### src/rtl/regfile_write_sequencer.sv
// Register-file write sequencer: queues write-back requests in a small FIFO and
// replays each one as a SETUP / STROBE / HOLD pulse on the register-file port.
module regfile_write_sequencer #(
  parameter int DEPTH     = 4,
  parameter bit DROP_ZERO = 1'b1
) (
  input  logic        clk,
  input  logic        rst_n,
  input  logic        wb_valid,
  output logic        wb_ready,
  input  logic [4:0]  wb_reg,
  input  logic [31:0] wb_data,
  output logic [4:0]  write_reg,
  output logic [31:0] write_data,
  output logic        regWrite,
  input  logic [4:0]  chk_reg1,
  input  logic [4:0]  chk_reg2,
  output logic        pending1,
  output logic        pending2,
  output logic        busy
);

  localparam int PTR_W = (DEPTH > 1) ? $clog2(DEPTH) : 1;
  localparam int CNT_W = PTR_W + 1;

  typedef enum logic [1:0] {
    IDLE   = 2'd0,
    SETUP  = 2'd1,
    STROBE = 2'd2,
    HOLD   = 2'd3
  } state_t;

  state_t             state;
  state_t             state_next;
  logic [4:0]         reg_mem  [DEPTH];
  logic [31:0]        data_mem [DEPTH];
  logic [PTR_W-1:0]   wr_ptr;
  logic [PTR_W-1:0]   rd_ptr;
  logic [CNT_W-1:0]   count;
  logic [DEPTH-1:0]   entry_valid;
  logic [PTR_W-1:0]   slot_offset;
  logic               accept;
  logic               drop;
  logic               push;
  logic               pop;
  logic               in_flight;

  // Readiness looks only at the registered count, so a pop in the same cycle
  // never frees a slot for that cycle's request.
  assign wb_ready = (count < CNT_W'(DEPTH));
  assign accept   = wb_valid & wb_ready;
  assign drop     = DROP_ZERO && (wb_reg == 5'd0);
  assign push     = accept & ~drop;

  // ---------------------------------------------------------------------------
  // Sequencing FSM: next state and pop decision
  // ---------------------------------------------------------------------------
  always_comb begin
    // NOTE: every variable gets a default before the case so no path leaves it
    // unassigned; a missing default here would infer a latch.
    state_next = state;
    pop        = 1'b0;
    case (state)
      IDLE: begin
        if (count != '0) begin
          pop        = 1'b1;
          state_next = SETUP;
        end
      end
      SETUP:  state_next = STROBE;
      STROBE: state_next = HOLD;
      HOLD: begin
        if (count != '0) begin
          pop        = 1'b1;
          state_next = SETUP;
        end else begin
          state_next = IDLE;
        end
      end
      default: state_next = IDLE;
    endcase
  end

  // Output set is flop-driven; regWrite is high exactly while in STROBE.
  // NOTE: all sequential state uses non-blocking assignments so every flop
  // samples the pre-edge values of the others.
  always_ff @(posedge clk or negedge rst_n) begin
    if (!rst_n) begin
      state      <= IDLE;
      regWrite   <= 1'b0;
      write_reg  <= '0;
      write_data <= '0;
    end else begin
      state    <= state_next;
      regWrite <= (state_next == STROBE);
      if (pop) begin
        write_reg  <= reg_mem[rd_ptr];
        write_data <= data_mem[rd_ptr];
      end
    end
  end

  // ---------------------------------------------------------------------------
  // Request FIFO
  // ---------------------------------------------------------------------------
  always_ff @(posedge clk or negedge rst_n) begin
    if (!rst_n) begin
      wr_ptr <= '0;
      rd_ptr <= '0;
      count  <= '0;
    end else begin
      if (push) wr_ptr <= wr_ptr + PTR_W'(1);
      if (pop)  rd_ptr <= rd_ptr + PTR_W'(1);
      case ({push, pop})
        2'b10:   count <= count + CNT_W'(1);
        2'b01:   count <= count - CNT_W'(1);
        default: count <= count;
      endcase
    end
  end

  // NOTE: the storage array has no reset; entry validity comes from the reset
  // pointers and count, so clearing the data would buy nothing.
  always_ff @(posedge clk) begin
    if (push) begin
      reg_mem[wr_ptr]  <= wb_reg;
      data_mem[wr_ptr] <= wb_data;
    end
  end

  // A slot is occupied when its distance past rd_ptr is below count.
  always_comb begin
    entry_valid = '0;
    slot_offset = '0;
    for (int j = 0; j < DEPTH; j++) begin
      slot_offset    = PTR_W'(j) - rd_ptr;
      entry_valid[j] = ({1'b0, slot_offset} < count);
    end
  end

  // ---------------------------------------------------------------------------
  // Hazard reporting: queued entries plus the write not yet committed
  // ---------------------------------------------------------------------------
  assign in_flight = (state == SETUP) || (state == STROBE);

  always_comb begin
    pending1 = 1'b0;
    pending2 = 1'b0;
    for (int j = 0; j < DEPTH; j++) begin
      if (entry_valid[j] && (reg_mem[j] == chk_reg1)) pending1 = 1'b1;
      if (entry_valid[j] && (reg_mem[j] == chk_reg2)) pending2 = 1'b1;
    end
    if (in_flight && (write_reg == chk_reg1)) pending1 = 1'b1;
    if (in_flight && (write_reg == chk_reg2)) pending2 = 1'b1;
    // Register 0 is never written when zero-writes are dropped.
    if (DROP_ZERO && (chk_reg1 == 5'd0)) pending1 = 1'b0;
    if (DROP_ZERO && (chk_reg2 == 5'd0)) pending2 = 1'b0;
  end

  assign busy = (count != '0) || (state != IDLE);

endmodule

### config.mk
export PLATFORM = sky130hd
export DESIGN_NAME = regfile_write_sequencer
export DESIGN_NICKNAME = d
export VERILOG_FILES = /design/src/rtl/regfile_write_sequencer.sv
export SDC_FILE = /design/constraint.sdc
export NUM_CORES = 1
export LEC_CHECK = 0
export ABC_CLOCK_PERIOD_IN_PS = 6300
export CAP_MARGIN = 5
export CORE_MARGIN = 3
export CORE_UTILIZATION = 60
export DETAILED_ROUTE_END_ITERATION = 10
export GPL_TIMING_DRIVEN = 0
export PLACE_DENSITY_LB_ADDON = 0.12
export SKIP_LAST_GASP = 1
export SLEW_MARGIN = 20
export SYNTH_ARGS = -nofsm -noshare
export SYNTH_HDL_FRONTEND = slang
export SYNTH_SLANG_ARGS = --single-unit
### constraint.sdc
create_clock -name clk -period 6.3 [get_ports clk]
set_input_delay 1.575 -clock clk [delete_from_list [all_inputs] [get_ports clk]]
set_output_delay 1.575 -clock clk [all_outputs]
set_load 0.03 [all_outputs]
==> results.ini, run 1 <==
[yosys]
ys_warn_count = 0
ys_types = 31
yosysSeqAreaShare = 0.701
synth_top_area_share = 0.554
syn-cell-area_sq_um = 8020
syn_nets = 493
synth-simple-area-share = 0.0223
synth_seq_cells = 195
ys_top_cells_by_area = edfxtp_1 (55%), dfrtp_1 (15%), mux4_2 (10%)
synth_adder_area_share = 0.0228
synth_xor_area_frac = 0.0623
synthMuxAreaShare = 0.156
yosys.area.top_type = edfxtp_1
synth_compound_area_frac = 0.0179
postSynthAreaPerCell_sq_um = 18.7
synth_cells = 429
synth_top_family_by_area = multiplexers

[finish]
antennaDiodeCount = 0
syn_to_final_growth_pct = 20.7
instances_no_fill = 718
largest_reg_flops = 128
drive_above_1_share = 0.220
fill_cells = 784
num-nets-final = 597
largest_registers = data_mem: 128 flops, write_data: 32 flops, reg_mem: 20 flops
top_register = data_mem
fin_area_sq_um = 9680

[clock_tree]
root_buffer = clkbuf_16
cts_setup_buffers = 0
holdBufCountCts = 0
clkTransAtPathRegs_ps = 60
cts.path.max_buffers = 2
clock_latency_ps = 420
numClockSinks = 195
htreeDepth = 4
cts_buffers = 17
post_cts_resized = 0
cts_tree = built

[die]
die_w_um = 122
dieArea_sq_um = 14800
fp.dieH_um = 122
rows = 41
start_util = 0.625
num_io_pins = 92
core-area_sq_um = 12800

[placement]
hpwl_um = 9750
port-buffer-count = 81
dp.cells = 686
dp_slack_ps = 1170
globalplace.congestion = 0.984
placed_area_sq_um = 9130

[worst_setup_path]
cp.required_ps = 4720
path_class = register to primary output
worstPathArrival_ps = 3660
endpoint_kind = primary output
path_max_fanout = 10
start_kind = register

[sta]
setup_ws_ps = 1070
worst_pin_slew_ps = 657
clock.fmax_mhz = 191
finalSetupViolations = 0
fin_skew_ps = 7.90
slew_headroom = 0.562
timing_hold_violations_final = 0
finalCritPeriodShare = 0.830
period_needed_ps = 5230
rsz0062_at_grt = false
setup_tns_ps = 0
finalMaxSlewViolations = 0

[detailed_routing]
first_iter_violations = 243
route.detailed.drc = 0
ant_nets = 0
first_pass_iters = 4
routed_via_density = 5.70
dr_total_vias = 4090
finalWirelength_um = 14900
routedWlPerCell_um = 20.8

[grt]
grt_pass1_vias = 4369
grtUsageTotal = 0.220
grt_pass1_wl_um = 23500
antenna_found_initial = 0
grt_max_degree = 48
overflow = 0

[power_and_ir_drop]
power.density_nw_per_um2 = 496
ir_drop_uv = 269
p_leak_nw = 3.40
total_power_mw = 4.80

[run]
max_cap_violations = 0

[run_status]
outcome = completed

[hold_path]
min_path_type = register to register

## per-stage QoR
step,util,hold slack [ps]
final,0.755,505
after global routing,0.755,527
after CTS,0.755,512
after detailed placement,0.712,498
after global placement,0.705,489
after floorplan,-,472
## cells by family after synthesis
| family | after synthesis |
|---|---|
| buffers and inverters | 35 |
| muxes | 74 |
| xor gates and xnor gates | 57 |
| adders and majority gates | 14 |
| AOI/OAI and AO/OA | 20 |
| DFF | 195 |
| and+or+nand+nor | 34 |
## placed cells by master (no fill, tap or decap), drive strengths merged
master	synthesis	final
o41ai	2	2
or3	1	1
o22a	2	2
o211ai	6	6
nor2b	1	1
inv	12	13
ha	13	13
edfxtp	148	148
buf	10	15
xor2	37	37
clkdlybuf4s50	0	80
mux4	37	37
nor3	5	5
nand2b	1	1
fa	1	1
clkbuf	13	37
o21ai	3	3
clkinvlp	0	1
nor2	6	6
clkinv	0	6
a21boi	1	1
dfrtp	47	47
o221ai	1	1
or4	4	4
xnor2	20	20
o311a	1	1
nand3	6	6
o21a	1	1
mux2	37	37
nor4	2	2
and2	4	4
nand2	4	4
a21oi	3	3
## synth_stat cells
library cell,count
o21ai_0,3
o311a_1,1
buf_2,9
edfxtp_1,148
o22a_1,2
buf_1,1
o221ai_1,1
xor2_1,37
o41ai_1,2
nor3_1,5
mux4_2,37
a21oi_1,3
a21boi_1,1
nand2b_1,1
or3_1,1
nand2_1,4
ha_1,13
inv_1,12
mux2_2,37
clkbuf_1,13
nor2b_1,1
fa_1,1
xnor2_1,20
dfrtp_1,47
o21a_1,1
or4_1,4
nor4_1,2
o211ai_1,6
nand3_1,6
nor2_1,6
and2_1,4
## layer usage
metal	routed length [um]	GRT usage
met1	6000	0.282
met2	7900	0.369
met3	679	0.0483
met4	344	0.0924
met5	0	0
## final timing paths
check / start / to / slack, ps / cells past startpoint
hold reg to reg: write_data[15]$_DFFE_PN0P_ / write_data[15]$_DFFE_PN0P_ / 500 / 1
setup / recovery: rd_ptr[1]$_DFFE_PN0P_ / pending2 / 1070 / 9
max in group asynchronous: rst_n / write_data[10]$_DFFE_PN0P_ / 4670 / 1
min in group asynchronous: rst_n / write_data[21]$_DFFE_PN0P_ / 1180 / 1
hold / removal: write_data[15]$_DFFE_PN0P_ / write_data[15]$_DFFE_PN0P_ / 500 / 1
setup reg to reg: state[0]$_DFF_PN0_ / count[2]$_DFFE_PN0P_ / 3580 / 10
## critical path: stages (launching register included)
cell             delay (ps)
dfrtp_1                 430
buf_1                   540
inv_1                   110
ha_1                    330
a21boi_1                130
o21a_1                  190
or4_1                   510
o211ai_1                140
o22a_1                  180
clkdlybuf4s50_1         670
## where the power goes
part / switching, mW / total, mW / internal, mW
Sequential: 0.160 / 1.86 / 1.70
Clock: 0.433 / 0.981 / 0.548
Combinational: 1.00 / 1.95 / 0.950
Total: 1.60 / 4.80 / 3.20
## layout make-up
type                       count  area [sq um]  area share
timing repair buffer          85           896      0.0926
clock inverter                 8          51.3     0.00530
tap                          172           215      0.0222
sequential                   195          5620       0.581
clock buffer                  24           493      0.0509
multi-input combinational    199          2260       0.233
inverter                      12          45.0     0.00465
buffer                        23          97.6      0.0101
(Power assumes the default switching activity.)
==> run 2, diff against run 1 <==
ABC_CLOCK_PERIOD_IN_PS = 4400   (was 6300)
CORE_UTILIZATION = 50   (was 60)
clock period = 4.4 ns   (was 6.3 ns; I/O delays follow)
==> results.ini, run 2 (synthesized netlist as in run 1, its figures left out) <==
[sta]
worst_pin_slew_ps = 725  ; +67.6 ps
setup_ws_ps = 414  ; -656 ps
rsz0062_at_grt = false
finalSetupViolations = 0  ; unchanged
finalMaxSlewViolations = 0  ; unchanged
clock.fmax_mhz = 251
period_needed_ps = 3990
hold_ws_ps = 505  ; +0.419 ps
finalCritPeriodShare = 0.906
slew_headroom = 0.517  ; -0.0451
timing_hold_violations_final = 0  ; unchanged
setup_tns_ps = 0  ; unchanged
fin_skew_ps = 11.8  ; +3.92 ps

[detailed_routing]
ant_nets = 0  ; unchanged
finalWirelength_um = 15100  ; +0.90%
first_iter_violations = 221  ; -9.1%
dr_total_vias = 4108  ; +0.44%
routedWlPerCell_um = 19.9  ; -4.3%
route.detailed.drc = 0  ; unchanged
first_pass_iters = 4  ; unchanged
routed_via_density = 5.43  ; -4.7%

[finish]
largest_reg_flops = 128  ; unchanged
final_common_cell = edfxtp_1
drive_above_1_share = 0.216  ; -0.00366
multiInputGateArea_sq_um = 2260  ; unchanged
ff_latch_area_sq_um = 5620  ; unchanged
largest_registers = data_mem: 128 flops, write_data: 32 flops, reg_mem: 20 flops
mostFrequentLayoutCells = edfxtp_1 (148), clkdlybuf4s50_1 (78), dfrtp_1 (47)
antennaDiodeCount = 0  ; unchanged
fill_cells = 1130  ; +44%
top_register = data_mem
num-nets-final = 597  ; unchanged
syn_to_final_growth_pct = 21.6

[worst_setup_path]
crit_start = rd_ptr[1]$_DFFE_PN0P_
worst-path-stages = 9  ; unchanged
cpPeakStageDelay_ps = 530  ; -140 ps
cp_cell_sequence = buf_4 -> inv_1 -> ha_1 -> a21boi_1 -> o21a_1 -> or4_1 -> o211ai_1 -> o22a_1 -> dlymetal6s2s_1
ff2ff_setup_slack_ps = 1530  ; -2050 ps
path_max_fanout = 10  ; unchanged
worstPathArrival_ps = 2890  ; -770 ps
cp_top_family = buffers and inverters
r2r_start = state[0]$_DFF_PN0_
path_buf_inv = 3  ; unchanged
path_class = register to primary output
endpoint_kind = primary output
start_kind = register
r2r_cells = 10  ; unchanged
cp.required_ps = 3300  ; -1420 ps
cp_slowest_cell = or4_1

[hold_path]
whs_path_depth = 1  ; unchanged
min_path_type = register to register
hold_start = write_data[4]$_DFFE_PN0P_

[grt]
overflow = 0  ; unchanged
grt_max_degree = 48  ; unchanged
grt_pass1_wl_um = 24400  ; +3.5%
grt_pass1_vias = 4524  ; +3.5%
grtUsageTotal = 0.184  ; -0.0359
antenna_found_initial = 0  ; unchanged

[run]
max_cap_violations = 0  ; unchanged

[die]
num_io_pins = 92  ; unchanged
dieArea_sq_um = 17600  ; +19%
rows = 45  ; +9.8%
die_w_um = 133  ; +9.1%
fp.dieH_um = 133  ; +9.1%
start_util = 0.520  ; -0.105
core-area_sq_um = 15400  ; +20%

[clock_tree]
root_buffer = clkbuf_16
numClockSinks = 195  ; unchanged
clock_latency_ps = 420  ; about the same
clkTransAtPathRegs_ps = 60  ; about the same
cts_tree = built
cts.path.max_buffers = 2  ; unchanged
cts_setup_buffers = 0  ; unchanged
cts_buffers = 17  ; unchanged
htreeDepth = 4  ; unchanged
holdBufCountCts = 0  ; unchanged

[run_status]
outcome = completed

[placement]
globalplace.congestion = 0.901  ; -8.4%
hpwl_um = 10000  ; +2.8%
port-buffer-count = 81  ; unchanged
dp_slack_ps = 77.8  ; -1090 ps

[power_and_ir_drop]
power.density_nw_per_um2 = 706  ; +42%
ir_drop_uv = 360  ; +34%
p_leak_nw = 3.43  ; +0.93%

[run 2: changes by cell type in the layout (fill, tap and decap cells not counted), moves of 2 or more]
cell,change
clkbuf_8,-2
buf_4,+2
dlymetal6s2s_1,+2
buf_12,-3
clkdlybuf4s50_1,-2
clkbuf_1,+2
buf_16,+3
[run 2: final timing paths]
kind                                                  end
worst max-delay path                             pending2
worst min-delay path            write_data[4]$_DFFE_PN0P_
worst max register to register       count[2]$_DFFE_PN0P_
worst min register to register  write_data[4]$_DFFE_PN0P_
max in group asynchronous           rd_ptr[1]$_DFFE_PN0P_
min in group asynchronous       write_data[4]$_DFFE_PN0P_
[run 2: area by class of cell]
| cell class | count | share of cell area |
|---|---|---|
| Sequential cell | 195 | 0.577 |
| Clock buffer | 23 | 0.0460 |
| Clock inverter | 9 | 0.00835 |
| Timing Repair Buffer | 85 | 0.0947 |
| Buffer | 23 | 0.0107 |
| Inverter | 12 | 0.00462 |
| Tap cell | 211 | 0.0271 |
| Multi-Input combinational cell | 199 | 0.232 |
[run 2: through the flow]
step                      cell area (sq um)  power, mW  utilization  cells
after detailed placement               9210       5.56        0.597    725
after CTS                              9740       6.97        0.631    757
after floorplan                        8020       4.59            -    429
final                                  9750       6.88        0.632    757
after global routing                   9750       7.26        0.632    757
after global placement                 9090       5.44        0.589    721
[run 2: timing repair]
action	CTS	global route
gates resized for setup	3	2
hold endpoints to repair	0	0
endpoints found under the setup margin	2	2
pin swaps	0	0
[run 2: power breakdown]
group          internal (mW)  total [mW]  switching (mW)
clock                  0.778        1.39           0.609
sequential              2.44        2.66           0.222
combinational           1.37        2.83            1.46
[run 2: layer usage]
layer | routed length [um] | GRT usage | up-vias
li1 | - | - | 1855
met1 | 6340 | 0.234 | 2115
met2 | 7720 | 0.306 | 109
met3 | 646 | 0.0433 | 29
met4 | 355 | 0.0785 | 0
met5 | 0 | 0 | -
